==> src/rtl/pipelined_add_sub.sv <==
// pipelined_add_sub: carry-chunked pipelined adder/subtractor, one chunk of CW=NBits/NStages bits per stage
//   clk                rising-edge clock
//   reset              asynchronous active-low reset
//   Enable             1 = pipeline advances, 0 = every stage holds
//   Flush              clears all in-flight operations at the next edge
//   In_Valid, Sub      new operation; Sub=1 computes Data0-Data1
//   Data0, Data1       operands
//   Out_Valid          Result/flags carry a completed operation
//   Result             sum or difference modulo 2^NBits
//   Carry_Out          carry out of the MSB (for Sub, 1 = no borrow)
//   Overflow, Zero     signed overflow, Result == 0
module pipelined_add_sub #(
  parameter int NBits   = 32,
  parameter int NStages = 4
) (
  input  logic             clk,
  input  logic             reset,
  input  logic             Enable,
  input  logic             Flush,
  input  logic             In_Valid,
  input  logic             Sub,
  input  logic [NBits-1:0] Data0,
  input  logic [NBits-1:0] Data1,
  output logic             Out_Valid,
  output logic [NBits-1:0] Result,
  output logic             Carry_Out,
  output logic             Overflow,
  output logic             Zero
);
  localparam int CW = NBits / NStages;
  // Each stage keeps the full operands (b already inverted for Sub) so the
  // upper chunks and the sign bits travel with the partial sum; the last
  // stage's registers double as the output registers.
  logic [NBits-1:0] a_d [NStages];
  logic [NBits-1:0] a_q [NStages];
  logic [NBits-1:0] b_d [NStages];
  logic [NBits-1:0] b_q [NStages];
  logic [NBits-1:0] s_d [NStages];
  logic [NBits-1:0] s_q [NStages];
  logic             c_d [NStages];
  logic             c_q [NStages];
  logic             v_d [NStages];
  logic             v_q [NStages];
  logic             ovf_d, ovf_q, zero_d, zero_q;
  logic [NBits-1:0] a_in, b_in, s_in, sum_n;
  logic             c_in, v_in, cy, upd;
  logic [CW-1:0]    ch;
  int               p;
  always_comb begin
    ovf_d  = ovf_q;
    zero_d = zero_q;
    a_in   = '0;
    b_in   = '0;
    s_in   = '0;
    sum_n  = '0;
    c_in   = 1'b0;
    v_in   = 1'b0;
    cy     = 1'b0;
    ch     = '0;
    upd    = 1'b0;
    p      = 0;
    for (int k = 0; k < NStages; k++) begin
      p     = (k > 0) ? k - 1 : 0;
      a_in  = (k == 0) ? Data0 : a_q[p];
      b_in  = (k == 0) ? (Sub ? ~Data1 : Data1) : b_q[p];
      s_in  = (k == 0) ? '0 : s_q[p];
      c_in  = (k == 0) ? Sub : c_q[p];
      v_in  = (k == 0) ? In_Valid : v_q[p];
      {cy, ch} = {1'b0, a_in[k*CW +: CW]} + {1'b0, b_in[k*CW +: CW]} + {{CW{1'b0}}, c_in};
      sum_n = s_in;
      sum_n[k*CW +: CW] = ch;
      // the output stage only loads on a valid operation so results hold otherwise
      upd   = Enable && !Flush && (k != NStages - 1 || v_in);
      a_d[k] = upd ? a_in : a_q[k];
      b_d[k] = upd ? b_in : b_q[k];
      s_d[k] = upd ? sum_n : s_q[k];
      c_d[k] = upd ? cy : c_q[k];
      v_d[k] = Flush ? 1'b0 : (Enable ? v_in : v_q[k]);
      if (k == NStages - 1 && upd) begin
        ovf_d  = (a_in[NBits-1] == b_in[NBits-1]) && (sum_n[NBits-1] != a_in[NBits-1]);
        zero_d = (sum_n == '0);
      end
    end
  end
  always_ff @(posedge clk or negedge reset) begin
    if (!reset) begin
      for (int k = 0; k < NStages; k++) begin
        a_q[k] <= '0;
        b_q[k] <= '0;
        s_q[k] <= '0;
        c_q[k] <= 1'b0;
        v_q[k] <= 1'b0;
      end
      ovf_q  <= 1'b0;
      zero_q <= 1'b0;
    end else begin
      for (int k = 0; k < NStages; k++) begin
        a_q[k] <= a_d[k];
        b_q[k] <= b_d[k];
        s_q[k] <= s_d[k];
        c_q[k] <= c_d[k];
        v_q[k] <= v_d[k];
      end
      ovf_q  <= ovf_d;
      zero_q <= zero_d;
    end
  end
  assign Out_Valid = v_q[NStages-1];
  assign Result    = s_q[NStages-1];
  assign Carry_Out = c_q[NStages-1];
  assign Overflow  = ovf_q;
  assign Zero      = zero_q;
endmodule
==> config.mk <==
export PLATFORM = sky130hd
export DESIGN_NAME = pipelined_add_sub
export DESIGN_NICKNAME = d
export VERILOG_FILES = /design/src/rtl/pipelined_add_sub.sv
export SDC_FILE = /design/constraint.sdc
export NUM_CORES = 1
export LEC_CHECK = 0
export CAP_MARGIN = 20
export CORE_MARGIN = 2
export CORE_UTILIZATION = 35
export DETAILED_ROUTE_END_ITERATION = 10
export SLEW_MARGIN = 0
export SYNTH_ARGS = -nofsm -noshare
export SYNTH_HDL_FRONTEND = slang
export SYNTH_SLANG_ARGS = --single-unit
==> constraint.sdc <==
create_clock -name clk -period 3.1 [get_ports clk]
set_input_delay 0.775 -clock clk [delete_from_list [all_inputs] [get_ports clk]]
set_output_delay 0.775 -clock clk [all_outputs]
set_load 0.05 [all_outputs]
# [Word-level counts from Yosys, hierarchy flattened]
# Index checks and enable logic that the tools add are counted.
[totals] register_bits=282 out_inout_bits=36
[op_classes] n_addsub=8 eq_ne=2 mux=9 bitwise_logic=1 reduce_logical=6
[ops] operator="$add A8 B8 Y9" n=4
[ops] operator="$add A9 B1 Y9" n=4
[ops] operator="$logic_not A32 Y1" n=1
[ops] operator="$mux W32" n=1
[ops] operator="$not A32 Y32" n=1
[ops] operator="$mux W1" n=8
[ops] operator="$logic_and A1 B1 Y1" n=3
[ops] operator="$reduce_bool A2 Y1" n=1
[ops] operator="$eq A1 B1 Y1" n=1
[ops] operator="$logic_not A1 Y1" n=1
[ops] operator="$ne A1 B1 Y1" n=1

# [Depth between registers and ports, before layout]
[logic_depth] depth_word=4 mapped_depth=10 ltp_nobuf=10

# [Least setup slack after synthesis]
# Ideal clock, no wire load.
[synth_path] path_type="in2reg" start="input Sub" end="register c_q[3] (netlist name)" setup_time_ps=138 t_arrival_ps=2531 required_ps=2962 setup_slack_ps=431 stages=10 path_buffers=2 cell_sequence="buf_6 > buf_2 > xor2_1 > fa_1 > a21o_1 > a21oi_1 > o21ai_1 > and3b_1 > o21ai_1 > a31oi_1"
[synth_between] elab_chain_len=3
[synth_rtl] item="start, declared" line="21" rtl="input logic Sub,"
[synth_rtl] item="$mux W32" line="65" rtl="b_in = (k == 0) ? (Sub ? ~Data1 : Data1) : b_q[p];"
[synth_rtl] item="$add A8 B8 Y9" line="69" rtl="{cy, ch} = {1'b0, a_in[k*CW +: CW]} + {1'b0, b_in[k*CW +: CW]} + {{CW{1'b0}}, c_in};"
[synth_rtl] item="$add A9 B1 Y9 (*)" line="69"
[synth_rtl] item="end signal, assigned by index" line="101" rtl="c_q[k] <= c_d[k];"
[synth_rtl] item="end, declared" line="41" rtl="logic c_q [NStages];"
# Every way passes the cells marked *; elsewhere a longest branch is shown, timed or not.
# A chain may end at the register's enable or synchronous reset.

# [Worst setup path in the final report]
[layout_path] start="input Data1[0]" end="register c_q[3] (netlist name)"
[layout_between] elab_chain_len=4
[layout_rtl] item="start, declared" line="23" rtl="input logic [NBits-1:0] Data1,"
[layout_rtl] item="$not A32 Y32"
[layout_rtl] item="$mux W32 (*)" line="65"
[layout_rtl] item="$add A8 B8 Y9 (*)" line="69"
[layout_rtl] item="$add A9 B1 Y9 (*)" line="69"
# Marks and branches as above.

==> metrics <==
run status complete, no violations; die height 161 um; drt pass-1 iters 4; Iteration-0 DRC Markers between 300 and 400; initial antenna violation count 0; clk buf depth 2; Pint ~0.0047 W; Slew HR between 50% and 60%; number of antenna-violating nets in the routed design 0; Slew @ Worst Pin 0.659 ns; switching share of power a little under a third; Port Buffers 105; Crit Path Category input port to flip-flop; number of diodes 0; Synth Register Bits 186; post-cts resize count 0; routed length per instance roughly 14 um; H-tree levels 4; CTS tree done; Crit Path Max Fanout 3; Crit path required time 3.38 ns; Core ar. between 20000 and 25000 um2; GR Overflow Total 0; vias in the first global route 5945; unrepaired setup endpoints after global routing false; Vias between 5000 and 6000; Clk network pwr share between 30% and 40%; die area ~26000 um2; Post-CTS Setup Inserts 0; Combinational Power Share a little under a quarter; total CTS buffers 17; Hold Fails Final Rpt 0; register share of total power 46.3%; Synth Cell Area between 8000 and 9000 um2; Fill cells between 2000 and 2500; crit path capture type flip-flop; area growth from synthesis to layout 21.1%; share of layout cells above drive strength 1 5.30%; first-pass GRT wire length roughly 30 mm; Tcrit/Tclk final about 86%; fin nets 1075; Max-Cap Viols 0; largest net degree at the start of global routing 114; Worst path most repeated cell o21ai_1; gpl congestion approximately 0.83; Reg clk slew, reported paths about 0.070 ns; GRT Util Overall between 10 and 15%; ys flop type dfrtp_1; worst-skew pair later-pin latency roughly 0.42 ns; Leakage 5.15 nW; Yosys cell types 40; Starting Density a little over a third; Die Wd ~160 um; Final Util 43.2%; Slew Limit Fails 0; CP Launch Type input port; worst-path cell chain clkdlybuf4s50_1 > mux2_4 > fa_1 > a21o_1 > a21oi_1 > o21ai_1 > and3b_1 > o21ai_1 > a31oi_1; Mapped Nets around 1000; drt drc 0; root buffer cell clkbuf_16; Post-synth EDFFs 0; Clock Skew between 0.009 and 0.01 ns; CTS Hold Buffers Added 0; drt via density roughly 4.6; Post-Route WL 17.7 mm; Post-synth ARST share 100%; cells after synthesis just over 900; Net Sw Power about 0.0021 W; Post-DP HPWL 12.6 mm; minimum clock period ~2.7 ns; final setup fails 0; Slowest-stage cell, CP clkdlybuf4s50_1; synth warn 0; Rows between 50 and 60; hold crit path type input port to asynchronous set/reset pin; CP arrival 2.96 ns; CP peak stage delay 0.51 ns; Ports between 100 and 150; Power Dens Cells 650 nW/um2; VDD IR max slightly below 0.0003 V; post-synthesis average cell area ~9.6 um2; clock sinks approximately 190; fmax around 0.37 GHz; setup TNS 0 ns; sequential fraction of the synthesis area ~54%
[critical path, delay by kind of cell]
kind	cells	cell delay, ns
buffers and inverters	1	0.51
multiplexers	1	0.34
AO/OA/AOI/OAI	5	0.72
adder cells (fa/ha/maj)	1	0.41
AND/OR/NAND/NOR	1	0.20
[area by class of cell]
| type | count | area (um2) | share of cell area, % |
|---|---|---|---|
| Clock buffer | 22 | 494 | 4.71 |
| Clock inverter | 8 | 86.3 | 0.823 |
| Inverter | 20 | 75.1 | 0.715 |
| Multi-Input combinational cell | 625 | 3530 | 33.6 |
| Sequential cell | 186 | 4650 | 44.3 |
| Tap cell | 324 | 405 | 3.86 |
| Timing Repair Buffer | 120 | 1250 | 11.9 |
[sequential cells by signal (all words and copies together), names as in the netlist]
register	count
a_in	8
s_q	24
Carry_Out	1
Overflow	1
b_q	40
Result	32
c_in	1
Out_Valid	1
v_q	2
c_q	2
s_in	24
Zero	1
v_in	1
a_q	40
b_in	8
[synth_stat cells (3+ instances only)]
cell type  count  area [um2]
nor4_1         5        31.3
nand2b_1       3        18.8
buf_2         16        80.1
nor2b_1        3        18.8
a21o_1         4        30.0
o31ai_1       10        75.1
o21bai_1       6        45.0
clkbuf_1      20        75.1
o21a_1         7        52.6
inv_1         20        75.1
and3b_1        3        26.3
nor2_1        21        78.8
nand2_1      345        1290
a211oi_1       4        30.0
nand3_1        3        15.0
buf_1          5        18.8
fa_1           7         140
xnor2_1       34         298
mux2_1        27         304
mux2i_1        4        40.0
xor2_1        13         114
ha_1          28         350
o21ai_1       32         160
a21oi_1        9        45.0
dfrtp_1      186        4650
nor3_1        10        50.1
a31oi_1        4        25.0
buf_4         32         240
o21ai_0       29         145
[metrics by stage]
step	instances	hold slack (ns)	worst slack [ns]	instance area [um2]	power, W
4_1_cts	1305	0.395	0.408	10500	0.00691
3_3_place_gp	1275	0.448	0.0371	9910	0.00473
3_5_place_dp	1275	0.449	-0.00602	9910	0.00476
2_1_floorplan	905	0.439	0.431	8670	0.00424
6_report	1305	0.359	0.423	10500	0.00682
5_1_grt	1305	0.410	0.202	10500	0.00725
[path summary, 6_finish.rpt]
| check | start | endpoint | slack [ns] | cells after the start |
|---|---|---|---|---|
| worst min-delay path | reset | a_q[109]$_DFFE_PN0P_ | 0.36 | 1 |
| worst min register to register | b_q[122]$_DFFE_PN0P_ | b_q[90]$_DFFE_PN0P_ | 0.46 | 2 |
| max in group asynchronous | reset | a_q[118]$_DFFE_PN0P_ | 1.98 | 2 |
| worst max-delay path | Data1[0] | c_q[3]$_DFFE_PN0P_ | 0.42 | 9 |
| min in group clk | b_q[122]$_DFFE_PN0P_ | b_q[90]$_DFFE_PN0P_ | 0.46 | 2 |
| worst max register to register | a_in[24]$_DFFE_PN0P_ | Zero$_DFFE_PN0P_ | 0.47 | 9 |
[layout by cell type (no fill, tap or decap), drive strengths merged, types with 9 or more instances in the layout]
master,netlist,final
o21ai,61,61
mux2,28,28
nand2,345,345
a21oi,9,9
o31ai,11,11
clkdlybuf4s50,0,103
buf,54,16
dfrtp,186,186
xor2,13,13
inv,20,22
clkbuf,20,23
ha,28,28
nor2,21,21
nor3,10,10
xnor2,34,34
[per-layer routing]
metal  vias to the layer above  wire (um)  track usage (%)
met5                         -          0                0
met4                         0        178             4.34
met3                        14        727             3.13
met2                        91       8010             22.4
met1                      2800       8830             20.7
li1                       3041          -                -
[logic make-up (layout without fill, tap and decap cells)]
family                   Yosys count  in the layout  synth area share [%]
AND/OR/NAND/NOR                  400            400                  18.3
flip-flops                       186            186                  53.7
AO/OA/AOI/OAI                    111            111                  7.71
buffers and inverters             94            170                  5.77
XOR/XNOR                          47             47                  4.75
adder cells (fa/ha/maj)           35             35                  5.66
multiplexers                      32             32                  4.14
[power by group through the flow]
stage / Combinational (W) / Sequential, W / Clock (W)
after floorplan: 0.00115 / 0.00309 / 0
after global placement: 0.00153 / 0.00320 / 0
after detailed placement: 0.00155 / 0.00321 / 0
after CTS: 0.00156 / 0.00316 / 0.00218
after global routing: 0.00175 / 0.00322 / 0.00228
final: 0.00154 / 0.00316 / 0.00212
No activity file was read; power rests on OpenSTA's default activity.
